### src/rtl/hazard_forward_unit.sv
// Operand-forwarding select and load-use stall detection for the EX stage of the
// RV32IF pipeline, with a saturating count of load-use stall cycles.
module hazard_forward_unit (
  input  logic        clk,
  input  logic        reset,
  input  logic        id_valid,
  input  logic [4:0]  id_rs1,
  input  logic [4:0]  id_rs2,
  input  logic        id_rs1_used,
  input  logic        id_rs2_used,
  input  logic        id_rs1_fp,
  input  logic        id_rs2_fp,
  input  logic [4:0]  id_rd,
  input  logic        id_rd_fp,
  input  logic        id_reg_write,
  input  logic        id_mem_read,
  input  logic        id_flush,
  input  logic        ext_stall,
  output logic [1:0]  forward_a,
  output logic [1:0]  forward_b,
  output logic        stall,
  output logic [31:0] stall_count
);

  // The WB entry is not stored: matches against it are covered by register-file
  // write-through, so it could never change an output.
  logic        ex_valid_q, ex_valid_d;
  logic [4:0]  ex_rd_q, ex_rd_d;
  logic        ex_rd_fp_q, ex_rd_fp_d;
  logic        ex_reg_write_q, ex_reg_write_d;
  logic        ex_mem_read_q, ex_mem_read_d;
  logic        mem_valid_q, mem_valid_d;
  logic [4:0]  mem_rd_q, mem_rd_d;
  logic        mem_rd_fp_q, mem_rd_fp_d;
  logic        mem_reg_write_q, mem_reg_write_d;
  logic [1:0]  forward_a_q, forward_a_d;
  logic [1:0]  forward_b_q, forward_b_d;
  logic [31:0] stall_count_q, stall_count_d;

  logic rs1_hit_ex, rs2_hit_ex, rs1_hit_mem, rs2_hit_mem;
  logic issue;

  function automatic logic src_hit(input logic       e_valid,
                                   input logic       e_reg_write,
                                   input logic [4:0] e_rd,
                                   input logic       e_rd_fp,
                                   input logic [4:0] rs,
                                   input logic       rs_fp,
                                   input logic       rs_used);
    return e_valid && e_reg_write && rs_used && (e_rd == rs) && (e_rd_fp == rs_fp)
           && !(!rs_fp && (rs == 5'd0));
  endfunction

  always_comb begin
    rs1_hit_ex  = src_hit(ex_valid_q, ex_reg_write_q, ex_rd_q, ex_rd_fp_q,
                          id_rs1, id_rs1_fp, id_rs1_used);
    rs2_hit_ex  = src_hit(ex_valid_q, ex_reg_write_q, ex_rd_q, ex_rd_fp_q,
                          id_rs2, id_rs2_fp, id_rs2_used);
    rs1_hit_mem = src_hit(mem_valid_q, mem_reg_write_q, mem_rd_q, mem_rd_fp_q,
                          id_rs1, id_rs1_fp, id_rs1_used);
    rs2_hit_mem = src_hit(mem_valid_q, mem_reg_write_q, mem_rd_q, mem_rd_fp_q,
                          id_rs2, id_rs2_fp, id_rs2_used);

    stall = id_valid && !id_flush && ex_mem_read_q && (rs1_hit_ex || rs2_hit_ex);
    issue = id_valid && !id_flush && !stall;

    ex_valid_d      = ex_valid_q;
    ex_rd_d         = ex_rd_q;
    ex_rd_fp_d      = ex_rd_fp_q;
    ex_reg_write_d  = ex_reg_write_q;
    ex_mem_read_d   = ex_mem_read_q;
    mem_valid_d     = mem_valid_q;
    mem_rd_d        = mem_rd_q;
    mem_rd_fp_d     = mem_rd_fp_q;
    mem_reg_write_d = mem_reg_write_q;
    forward_a_d     = forward_a_q;
    forward_b_d     = forward_b_q;
    stall_count_d   = stall_count_q;

    if (!ext_stall) begin
      mem_valid_d     = ex_valid_q;
      mem_rd_d        = ex_rd_q;
      mem_rd_fp_d     = ex_rd_fp_q;
      mem_reg_write_d = ex_reg_write_q;
      ex_valid_d      = issue;
      ex_rd_d         = id_rd;
      ex_rd_fp_d      = id_rd_fp;
      ex_reg_write_d  = id_reg_write;
      ex_mem_read_d   = id_mem_read;

      forward_a_d = '0;
      forward_b_d = '0;
      if (issue) begin
        if (rs1_hit_ex)       forward_a_d = 2'd2;
        else if (rs1_hit_mem) forward_a_d = 2'd1;
        if (rs2_hit_ex)       forward_b_d = 2'd2;
        else if (rs2_hit_mem) forward_b_d = 2'd1;
      end

      if (stall && (stall_count_q != '1)) stall_count_d = stall_count_q + 32'd1;
    end
  end

  always_ff @(posedge clk) begin
    if (reset) begin
      ex_valid_q      <= 1'b0;
      ex_rd_q         <= '0;
      ex_rd_fp_q      <= 1'b0;
      ex_reg_write_q  <= 1'b0;
      ex_mem_read_q   <= 1'b0;
      mem_valid_q     <= 1'b0;
      mem_rd_q        <= '0;
      mem_rd_fp_q     <= 1'b0;
      mem_reg_write_q <= 1'b0;
      forward_a_q     <= '0;
      forward_b_q     <= '0;
      stall_count_q   <= '0;
    end else begin
      ex_valid_q      <= ex_valid_d;
      ex_rd_q         <= ex_rd_d;
      ex_rd_fp_q      <= ex_rd_fp_d;
      ex_reg_write_q  <= ex_reg_write_d;
      ex_mem_read_q   <= ex_mem_read_d;
      mem_valid_q     <= mem_valid_d;
      mem_rd_q        <= mem_rd_d;
      mem_rd_fp_q     <= mem_rd_fp_d;
      mem_reg_write_q <= mem_reg_write_d;
      forward_a_q     <= forward_a_d;
      forward_b_q     <= forward_b_d;
      stall_count_q   <= stall_count_d;
    end
  end

  assign forward_a   = forward_a_q;
  assign forward_b   = forward_b_q;
  assign stall_count = stall_count_q;

endmodule

### config.mk
export PLATFORM = sky130hd
export DESIGN_NAME = hazard_forward_unit
export DESIGN_NICKNAME = d
export VERILOG_FILES = /design/src/rtl/hazard_forward_unit.sv
export SDC_FILE = /design/constraint.sdc
export NUM_CORES = 1
export LEC_CHECK = 0
export ABC_AREA = 1
export BUFFER_PORTS_ARGS = -buffer_cell sky130_fd_sc_hd__buf_4
export CAP_MARGIN = 20
export CELL_PAD_IN_SITES_DETAIL_PLACEMENT = 1
export CELL_PAD_IN_SITES_GLOBAL_PLACEMENT = 1
export CORE_ASPECT_RATIO = 0.8
export CORE_MARGIN = 2
export CORE_UTILIZATION = 38
export DETAILED_ROUTE_END_ITERATION = 10
export GPL_TIMING_DRIVEN = 0
export PLACE_DENSITY = 0.78
export SKIP_CTS_REPAIR_TIMING = 1
export SLEW_MARGIN = 20
export SYNTH_ARGS = -nofsm -noshare
export SYNTH_HDL_FRONTEND = slang
export SYNTH_SLANG_ARGS = --single-unit
### constraint.sdc
create_clock -name clk -period 2 [get_ports clk]
set_input_delay 0.3 -clock clk [delete_from_list [all_inputs] [get_ports clk]]
set_output_delay 0.3 -clock clk [all_outputs]
set_load 0.03 [all_outputs]
; ---- Yosys cells after proc, flatten, opt, wreduce, memory -nomap -nowiden
; Cells that the tools add are included.
[word_totals]
elab_cells = 64
ff_bits = 53
[classes]
n_mux = 6
addsub = 1
n_bitwise = 1
n_reduce_logical = 35
eq_ne = 9
[ops]
columns = cell, count
row1 = adder 32 x 1 -> 32 bit (second input constant), 1
row2 = != test 32 bit (second input constant), 1
row3 = logical AND 1 bit, 25
row4 = equality test 5 bit, 4
row5 = logical NOT 5 bit, 2
row6 = two-way mux 2 bit, 4
row7 = logical NOT 1 bit, 6
row8 = equality test 1 bit, 4
row9 = two-way mux 1 bit, 2
row10 = AND reduction 2 bit, 1
row11 = logical OR 1 bit, 1
row12 = inverter 1 bit, 1

; ---- Longest topological paths before layout
[logic_depth]
ltp_word = 10
depth_mapped = 12
mapped_depth_nobuf = 12

; ---- Least setup slack after synthesis
; No wires, ideal clock.
[synth_timing]
path_type = register to register
from = register stall_count_q[0], in the netlist stall_count[0]
to = register stall_count_q[21], in the netlist stall_count[21]
setup_ns = 0.125
path_stages_with_launch = 12
period_less_slack_ns = 1.948
setup_slack_ns = 0.052
t_required_ns = 1.875
n_path_buf = 1
arrival_ns = 1.823
path_cell_list = dfxtp_1 -> ha_1 -> nand2_1 -> nor2_1 -> nand2_2 -> nor2_8 -> nand4_4 -> nand4_4 -> buf_6 -> nand2_1 -> nand2_1 -> nor2_1
[synth_via]
elab_chain_cells = 3
elab_cells_between_ends = 4
cone_classes = add/sub (1) / eq/ne (1) / reduce/logical (2)
[synth_lines]
columns = item, line_no
row1 = from (decl), 38  ; logic [31:0] stall_count_q, stall_count_d;
row2 = from (signal assigned), 130  ; stall_count_q <= stall_count_d;
row3 = branches (longest 3 deep; another with adder 32 x 1 -> 32 bit), --
; Parallel ways; which one is timed is not known.
; A chain may end at the register's enable or synchronous reset.

; ---- Worst setup path in the final report
[layout_timing]
from = register ex_rd_q[2]
to = output stall
[layout_via]
elab_chain_cells = 6
elab_cells_between_ends = 10
cone_classes = eq/ne (2) / reduce/logical (8)
[layout_lines]
columns = item, line_no
row1 = from (decl), 28  ; logic [4:0] ex_rd_q, ex_rd_d;
row2 = from (signal assigned), 120  ; ex_rd_q <= ex_rd_d;
row3 = equality test 5 bit, 50  ; return e_valid && e_reg_write && rs_used && (e_rd == rs) && (e_rd_fp == rs_fp)
row4 = logical AND 1 bit (2 in series), 50
row5 = logical AND 1 bit, 51  ; && !(!rs_fp && (rs == 5'd0));
row6 = logical OR 1 bit (*), 64  ; stall = id_valid && !id_flush && ex_mem_read_q && (rs1_hit_ex || rs2_hit_ex);
row7 = logical AND 1 bit (*), 64
row8 = to (decl), 21  ; output logic stall,
; Every way passes the cells marked *; elsewhere a longest branch is shown, timed or not.

==> metrics <==
port bufs 61; die width 107.8 microns; Worst EP arrival 1.71 ns; ys async rst share 0%; Synth top area share 32.37%; FF-to-FF End stall_count[31]; Setup Viol. Count Final 1; unrepaired setup endpoints after global routing true; final wirelength 11,010 microns; fin cells 728; post-layout min period 2.010 ns; row count 30; Max Root-Sink Buffers 2; kind of critical path flip-flop to output port; # H-tree levels 2; initial antenna violation count 0; Worst Setup EP stall; cell taking the most area after synthesis dfxtp_1; Worst Setup SP ex_rd_q[2]; VDD IR max 0.2666 mV; CTS root buf clkbuf_8; GP Congestion 0.8712; top cells by count, synth nand2_1 (133), nor2_1 (127), inv_1 (69); most common cell in the netlist nand2_1; DRC 0; post-synth cell types 28; filler cell count in the final layout 1,171; overall global routing resource usage 23.30%; critical path peak fanout 6; yosys warns 0; flop2flop setup slack 0.07 ns; Worst Hold Class input pin to flip-flop; Post-synth EDFFs 0; drt pass-1 iters 4; largest net degree at the start of global routing 16; worst r2r src ex_rd_q[2]; Avg Vias per Cell 4.946; routed via count 3,601; clk sinks 53; Synth area leaders dfxtp_1 (32%), nand2_1 (15%), nor2_1 (15%); Reg clk slew, reported paths 0.11 ns; TritonCTS Buffers 5; relative slew slack 55.80%; share of layout cells above drive strength 1 19.16%; Worst Skew 0.01439 ns; Overflow after GRT 0; CTS tree built; Leak 2.030 nW; io pins 64; HPWL after DPL 8199 microns; nets@finish 644; Pwr per Cell Area 472.3 mW/mm^2; final hold viol count 0; Wirelength per Cell 15.13 microns; vias in the first global route 3,417; Post-Syn Nets 561; placed insts 706; part of the cycle the worst path needs 100.5%; Min Hold Slack 0.2192 ns; highest clock rate 497.4 MHz; n_diodes 0; die area 0.009390 sq mm; Die Height 87.08 microns; Mapped Cells 533; Antenna Nets Post-Route 0; Mean Syn Cell Area 6.150 sq um; worst reg2reg path depth 9; Slew @ Worst Pin 0.6630 ns; worst skew pair latency 0.32 ns; Starting Density 38.81%; register area share after synthesis 32.37%; first-pass GRT wire length 17,110 microns; CP Data Required Time 1.70 ns; Initial DRC Count 152; area delta synth->final 28.09%; fin. max-slew vios 0; failing checks negative setup slack; Worst Slack Setup Final -0.01030 ns; Mapped Area 0.003278 sq mm; FF+latch count, synth 53; CP Launch Type flip-flop; CORE AREA 0.008446 sq mm; status complete, but fails checks; Max Cap Violations 0; Primary FF master, synth dfxtp_1; Setup crit end kind output port
[worst max-delay path, stage by stage (launching register included)]
cell and delay [ns]:
dfxtp_1 0.46, xor2_1 0.27, nor2_1 0.11, nand3_1 0.14
nand2_4 0.08, nand2_2 0.11, inv_1 0.06, buf_4 0.16
[cells by family after synthesis]
kind of cell,after synthesis,share of synthesized area [%]
AOI/OAI and AO/OA,47,7.366
and+or+nand+nor,312,40.50
adders and majority gates,1,0.3816
xor gates and xnor gates,31,8.282
buffers and inverters,89,11.11
DFF,53,32.37
[cell usage in the layout (no fill, tap or decap)]
cell type / count
buf_8: 2
dfxtp_4: 2
a21oi_1: 12
nor3_2: 1
inv_1: 69
nand2_2: 5
or2_2: 1
ha_4: 1
nand3b_1: 2
dfxtp_1: 46
nand4_1: 17
o21bai_1: 2
nor2_1: 123
nand2_1: 129
o22ai_1: 1
xor2_1: 29
nand3_2: 1
clkbuf_16: 2
nand3_4: 1
xnor2_1: 2
nor2_8: 1
nor2_2: 4
or2_0: 1
nor2_4: 1
nand3_1: 13
o21ai_0: 26
inv_2: 4
o21ai_1: 6
buf_6: 3
dfxtp_2: 5
nand4_4: 2
nor3_1: 8
clkbuf_1: 10
nand2_4: 2
clkbuf_8: 6
clkinv_1: 2
clkinvlp_4: 1
buf_4: 73
[through the flow]
stage | area (sq um) | total power [mW] | TNS, ns | setup WS, ns | util, %
5_1_grt | 4199 | 2.067 | -1.172 | -0.1059 | 49.72
6_report | 4199 | 1.983 | -0.01030 | -0.01030 | 49.72
2_1_floorplan | 3278 | 1.239 | 0 | 0.05201 | -
3_5_place_dp | 3876 | 1.339 | -2.164 | -0.1028 | 45.90
4_1_cts | 3966 | 1.994 | -2.582 | -0.2085 | 46.96
3_3_place_gp | 3876 | 1.331 | -0.7385 | -0.04521 | 45.90
[area by class of cell]
class / count / area (sq um) / area share [%]
repair buffers: 76 / 609.3 / 14.51
clock buffers: 6 / 82.58 / 1.967
well taps: 112 / 140.1 / 3.337
multi-input cells: 391 / 1913 / 45.56
flip-flops and latches: 53 / 1075 / 25.60
plain buffers: 14 / 90.09 / 2.145
clock inverters: 1 / 7.507 / 0.1788
inverters: 75 / 281.5 / 6.704
[where the power goes]
part | internal [mW] | switching [mW]
clock network | 0.275 | 0.386
logic | 0.0856 | 0.135
registers | 1.08 | 0.0245
total | 1.44 | 0.546
[flip-flops by register name, summed over array words and instances, names as in the netlist, 2 cells and up]
name / flops
forward_a: 2
forward_b: 2
ex_rd_q: 5
stall_count: 32
mem_rd_q: 5
[worst min-delay path by stage]
stage                 start             to  cells after the start
3_5_place_dp   forward_b[0]   forward_b[0]                      2
6_report           id_rd[1]     ex_rd_q[1]                      3
3_3_place_gp   forward_b[0]   forward_b[0]                      2
5_1_grt            id_rd[1]     ex_rd_q[1]                      3
4_1_cts            id_rd[1]     ex_rd_q[1]                      3
2_1_floorplan   id_mem_read  ex_mem_read_q                      2
[per-layer routing]
layer | global-route usage [%] | vias up | part of all wire (%)
li1 | - | 1798 | -
met1 | 34.26 | 1738 | 50
met2 | 36.59 | 59 | 44
met3 | 2.767 | 6 | 4.9
met4 | 5.128 | 0 | 0.71
met5 | 0 | - | 0
No activity file was read; power rests on OpenSTA's default activity.
